**config.mk**
```make
export PLATFORM = sky130hd
export DESIGN_NAME = gate_stim_seq
export DESIGN_NICKNAME = d
export VERILOG_FILES = /design/src/rtl/gate_stim_seq.sv
export SDC_FILE = /design/constraint.sdc
export NUM_CORES = 1
export LEC_CHECK = 0
export CAP_MARGIN = 25
export CORE_MARGIN = 10
export CORE_UTILIZATION = 35
export CTS_CLUSTER_SIZE = 30
export DETAILED_ROUTE_END_ITERATION = 6
export PLACE_DENSITY = 0.62
export SLEW_MARGIN = 20
export SYNTH_ARGS = -nofsm -noshare
export SYNTH_HDL_FRONTEND = slang
export SYNTH_SLANG_ARGS = --single-unit
export TNS_END_PERCENT = 10
```
**constraint.sdc**
```tcl
create_clock -name clk -period 2 [get_ports clk]
set_input_delay 0.4 -clock clk [delete_from_list [all_inputs] [get_ports clk]]
set_output_delay 0.4 -clock clk [all_outputs]
set_load 0.01 [all_outputs]
```
**src/rtl/gate_stim_seq.sv**
```systemverilog
`timescale 1ns/1ps
`default_nettype none
// ============================================================================
//  Module   : gate_stim_seq
//  Purpose  : Sweeps the four 2-bit input combinations (00,10,01,11 as
//             in1,in2) into a downstream gate block after a settle delay,
//             holding each vector HOLD_CYCLES cycles, for PASSES sweeps.
//  Ports    : clk, rst (sync, active-high)
//             start     - run request, honoured only when idle
//             pause     - freezes sequencing while driving vectors
//             in1/in2   - stimulus bits (in1 = vec_idx[0], in2 = vec_idx[1])
//             vec_valid - strobe on the first cycle of each new vector
//             vec_idx   - index of the vector on in1/in2
//             pass_cnt  - completed sweeps in the current/last run
//             busy      - high while settling or driving
//             done      - one-cycle run-complete pulse
//  Revision : 1.0 - initial release
// ============================================================================
module gate_stim_seq #(
  parameter int unsigned SETTLE_CYCLES = 20,
  parameter int unsigned HOLD_CYCLES   = 1,
  parameter int unsigned PASSES        = 1
) (
  input  logic       clk,
  input  logic       rst,
  input  logic       start,
  input  logic       pause,
  output logic       in1,
  output logic       in2,
  output logic       vec_valid,
  output logic [1:0] vec_idx,
  output logic [7:0] pass_cnt,
  output logic       busy,
  output logic       done
);

  typedef enum logic [1:0] {
    S_IDLE   = 2'd0,
    S_SETTLE = 2'd1,
    S_DRIVE  = 2'd2,
    S_DONE   = 2'd3
  } state_t;

  localparam logic [7:0] c_settle_last = 8'(SETTLE_CYCLES - 1);
  localparam logic [7:0] c_hold        = 8'(HOLD_CYCLES);
  localparam logic [7:0] c_passes      = 8'(PASSES);

  state_t     state_q, state_d;
  logic [7:0] settle_cnt_q, settle_cnt_d;
  logic [7:0] hold_cnt_q, hold_cnt_d;   // cycles the current vector has been shown
  logic [1:0] idx_q, idx_d;
  logic       shown_q, shown_d;         // a vector is currently presented
  logic [7:0] pass_q, pass_d;
  logic       vld_q, vld_d;
  logic       busy_q, busy_d;
  logic       done_q, done_d;
  logic       in1_q, in2_q;

  // The first DRIVE cycle presents nothing yet: outputs are registered, so
  // the vector decided at the end of that cycle appears one cycle later.
  // This is also why a pause sampled there delays vector 0.
  always_comb begin
    state_d      = state_q;
    settle_cnt_d = settle_cnt_q;
    hold_cnt_d   = hold_cnt_q;
    idx_d        = idx_q;
    shown_d      = shown_q;
    pass_d       = pass_q;
    vld_d        = 1'b0;
    busy_d       = busy_q;
    done_d       = 1'b0;

    unique case (state_q)
      S_IDLE: begin
        if (start) begin
          pass_d       = 8'd0;
          idx_d        = 2'd0;
          shown_d      = 1'b0;
          hold_cnt_d   = 8'd0;
          settle_cnt_d = 8'd0;
          busy_d       = 1'b1;
          state_d      = (SETTLE_CYCLES == 0) ? S_DRIVE : S_SETTLE;
        end
      end

      S_SETTLE: begin
        if (settle_cnt_q == c_settle_last) begin
          state_d = S_DRIVE;
        end else begin
          settle_cnt_d = settle_cnt_q + 8'd1;
        end
      end

      S_DRIVE: begin
        // A paused edge changes nothing, so a pending strobe simply waits.
        if (!pause) begin
          if (!shown_q) begin
            shown_d    = 1'b1;
            idx_d      = 2'd0;
            hold_cnt_d = 8'd1;
            vld_d      = 1'b1;
          end else if (hold_cnt_q != c_hold) begin
            hold_cnt_d = hold_cnt_q + 8'd1;
          end else if (idx_q != 2'd3) begin
            idx_d      = idx_q + 2'd1;
            hold_cnt_d = 8'd1;
            vld_d      = 1'b1;
          end else if ((pass_q + 8'd1) < c_passes) begin
            pass_d     = pass_q + 8'd1;
            idx_d      = 2'd0;
            hold_cnt_d = 8'd1;
            vld_d      = 1'b1;
          end else begin
            pass_d  = pass_q + 8'd1;
            idx_d   = 2'd0;
            shown_d = 1'b0;
            busy_d  = 1'b0;
            done_d  = 1'b1;
            state_d = S_DONE;
          end
        end
      end

      S_DONE: begin
        state_d = S_IDLE;
      end

      default: begin
        state_d = S_IDLE;
      end
    endcase
  end

  always_ff @(posedge clk) begin
    if (rst) begin
      state_q      <= S_IDLE;
      settle_cnt_q <= 8'd0;
      hold_cnt_q   <= 8'd0;
      idx_q        <= 2'd0;
      shown_q      <= 1'b0;
      pass_q       <= 8'd0;
      vld_q        <= 1'b0;
      busy_q       <= 1'b0;
      done_q       <= 1'b0;
      in1_q        <= 1'b0;
      in2_q        <= 1'b0;
    end else begin
      state_q      <= state_d;
      settle_cnt_q <= settle_cnt_d;
      hold_cnt_q   <= hold_cnt_d;
      idx_q        <= idx_d;
      shown_q      <= shown_d;
      pass_q       <= pass_d;
      vld_q        <= vld_d;
      busy_q       <= busy_d;
      done_q       <= done_d;
      in1_q        <= shown_d & idx_d[0];
      in2_q        <= shown_d & idx_d[1];
    end
  end

  assign in1       = in1_q;
  assign in2       = in2_q;
  assign vec_valid = vld_q;
  assign vec_idx   = idx_q;
  assign pass_cnt  = pass_q;
  assign busy      = busy_q;
  assign done      = done_q;

endmodule
`default_nettype wire

```
==> key figures <==
Run status
  • Status: finished, violations left
  • Violated checks: negative setup slack

Floorplanning
  • Row Count: 26
  • DIE HEIGHT: 93.4 microns
  • Initial Util: 0.364
  • Die ar.: 0.00871 sq mm
  • DIE WIDTH: 93.4 microns
  • CORE AREA: 0.00517 sq mm
  • Io pins: 19

Critical path
  • Worst setup EP type: register
  • Crit path from: hold_cnt_q[1]
  • CP Capture Point: hold_cnt_q[6]
  • WP data arrival: 2.19 ns
  • Crit Path Class: register to register
  • Max FO, Critical Path: 5
  • R2r worst-path depth: 9
  • RR Startpoint: hold_cnt_q[1]
  • Reg2reg end: hold_cnt_q[6]
  • Required @ worst endpoint: 2.17 ns
  • CP startpoint kind: register
  • FF-to-FF setup slack: -0.02 ns

Synth
  • Ys Warns: 0
  • Gate Count Post-Synth: 217
  • Yosys top cell by area: dfxtp_1
  • Avg Cell Area, Syn: 8.68 sq um
  • Top cells by count, synth: dfxtp_1 (34), nor2_1 (15), a21oi_1 (14), nand2_1 (14)
  • Share of the synthesized area in the top cell type: 0.361
  • Netlist cell types: 52
  • Post-synth top flop: dfxtp_1
  • Syn Nets: 230
  • Sequential area share after synthesis: 0.361
  • Syn Std Cell Area: 0.00188 sq mm
  • Synth area leaders: dfxtp_1 (36%), ha_1 (6.0%), xor2_1 (4.2%)
  • Count leader, synth: dfxtp_1
  • Number of synthesized flops with an enable pin: 0
  • Ys async rst share: 0
  • Synthesized flop and latch total: 34

Routing
  • 1st-iter DRT viols: 81
  • Routed via count: 1728
  • Antenna-violating nets left: 0
  • Met1 WL: 2.15 mm
  • DR top layer: met4
  • WL final: 4.54 mm
  • Residual DRC: 0
  • Via density per instance: 5.11
  • WL met3: 213 microns
  • Drt pass-1 iters: 4
  • Avg WL per Cell: 13.4 microns
  • WL met2: 2.11 mm

STA
  • Worst-Margin Slew: 0.419 ns
  • Clock Skew: 0.00321 ns
  • Post-layout minimum cycle time: 2.02 ns
  • F_max: 495 MHz
  • Final Max Tran Viols: 0
  • Hold Fails Final Rpt: 0
  • Rel. slew slack: 0.717
  • # setup viols final: 5
  • Final worst slack: -0.0193 ns
  • RSZ-0062 raised after global routing: yes
  • Fin crit share: 1.01

Clock network
  • TritonCTS Buffers: 5
  • H-tree levels: 2
  • Clk_lat worst skew: 0.29 ns
  • Root Driver: clkbuf_8
  • CTS sink count: 34
  • CTS tree: built
  • Clock-pin transition on the worst setup and hold timing paths: 0.07 ns
  • Post-CTS setup buffers: 0
  • Clock Tree Buf Depth: 2

GRT
  • Antenna violations before repair: 0
  • Number of global-route vias before repair: 1699
  • Total global routing overflow: 0
  • GRT Total Usage: 0.105
  • First-pass GRT wire length: 7.62 mm
  • Largest net degree at the start of global routing: 23

Power and ir drop
  • Power consumption: 2.03 mW
  • VDD IR max: 0.303 mV
  • Power share of the combinational group: 0.342
  • Net Sw Frac: 0.326
  • Seq pwr share: 0.365
  • Leakage power: 0.976 nW
  • Clock power share: 0.293
  • Cell Int Power: 1.37 mW
  • Psw: 663 uW
  • Pwr/cell area: 793 mW/mm^2

Cells and area
  • Post-route cell area: 0.00257 sq mm
  • P&R area growth vs syn: 36.3%
  • Final layout net count: 280
  • Antenna Cells: 0
  • Share of cells above drive strength 1: 0.254

Min path
  • Hold Crit Class: register to register

Place
  • Port Buffer Count: 18
  • RD Place Congestion: 0.796
  • Dpl hpwl: 3.30 mm
  • Placed Area: 0.00237 sq mm

Job
  • Max-cap violation count: 0
-- state kept, by name (all words and copies together) (netlist names) --
signal / cells
shown_q: 1
vec_valid: 1
in2: 1
pass_cnt: 8
hold_cnt_q: 8
settle_cnt_q: 8
busy: 1
in1: 1
vec_idx: 2
state_q: 2
done: 1
-- cell usage in the layout, fill, tap and decap left out, types with 3 or more instances in the layout --
cell type	n
clkdlybuf4s50_1	18
inv_1	12
a211oi_1	3
nand3b_1	3
or3_1	3
buf_4	29
dfxtp_1	32
nand2_1	14
and2_1	4
xor2_1	9
nand3_1	9
a21oi_1	13
clkbuf_8	8
o21ai_1	3
nand2b_1	3
nor2_1	15
ha_1	8
nor3_2	7
nand4_1	6
xnor2_1	4
a211oi_2	3
a311oi_1	4
a31oi_1	4
and3_1	4
nor3_1	4
o21ai_0	3
-- worst min path at each step --
| stage | slack, ns | depth (start not counted) | to | start |
|---|---|---|---|---|
| finish | 0.49 | 2 | state_q[1] | state_q[1] |
| global placement | 0.47 | 2 | state_q[1] | state_q[1] |
| detailed placement | 0.48 | 2 | state_q[1] | state_q[1] |
| floorplan | 0.45 | 2 | state_q[1] | state_q[1] |
| global route | 0.52 | 2 | state_q[1] | state_q[1] |
| CTS | 0.49 | 2 | state_q[1] | state_q[1] |
-- through the flow --
stage	setup TNS [ns]	std cells	setup slack [ns]	util	hold slack [ns]
after floorplan	0	217	0.0128	-	0.451
after global routing	-1.13	338	-0.0972	0.496	0.523
after global placement	-0.381	330	-0.0767	0.458	0.466
after CTS	0	338	0.000858	0.483	0.490
after detailed placement	-0.741	330	-0.139	0.458	0.478
final	-0.0749	338	-0.0193	0.496	0.493
-- cells by family after synthesis --
group | count (synthesis) | share of synthesized area
XOR/XNOR | 13 | 0.0605
AO/OA/AOI/OAI | 51 | 0.197
buffers and inverters | 20 | 0.0472
flip-flops | 34 | 0.361
adder cells (fa/ha/maj) | 9 | 0.0598
AND/OR/NAND/NOR | 87 | 0.258
multiplexers | 3 | 0.0166
-- final cells by class --
| type | instances | area (sq um) |
|---|---|---|
| sequential | 34 | 683 |
| inverter | 13 | 48.8 |
| clock buffer | 8 | 110 |
| tap | 70 | 87.6 |
| fill | 496 | 2610 |
| multi-input combinational | 163 | 1200 |
| timing repair buffer | 50 | 440 |
-- worst max-delay path, stage by stage (launching register included) --
cell	delay, ns
dfxtp_2	0.33
inv_2	0.07
ha_4	0.11
or4b_4	0.47
buf_6	0.15
o21a_1	0.19
a21o_1	0.21
a31oi_1	0.15
buf_4	0.18
nor3_2	0.05
-- per-layer routing --
| metal | GRT usage | up-vias |
|---|---|---|
| met5 | 0 | - |
| met4 | 0.0386 | 0 |
| met3 | 0.0312 | 4 |
| met2 | 0.177 | 27 |
| met1 | 0.122 | 800 |
| li1 | - | 897 |
-- power groups by stage --
stage / sequential (mW) / clock, mW / combinational (mW)
after floorplan: 0.759 / 0 / 0.410
after global placement: 0.755 / 0 / 0.672
after detailed placement: 0.755 / 0 / 0.671
after CTS: 0.741 / 0.616 / 0.678
after global routing: 0.745 / 0.648 / 0.779
final: 0.742 / 0.596 / 0.697
-- what timing repair did --
action,CTS,global route
gates cloned,0,0
setup endpoints to repair,14,22
pin swaps,4,7
gates resized for setup,7,14
hold buffers,0,0
(Power assumes the default switching activity.)
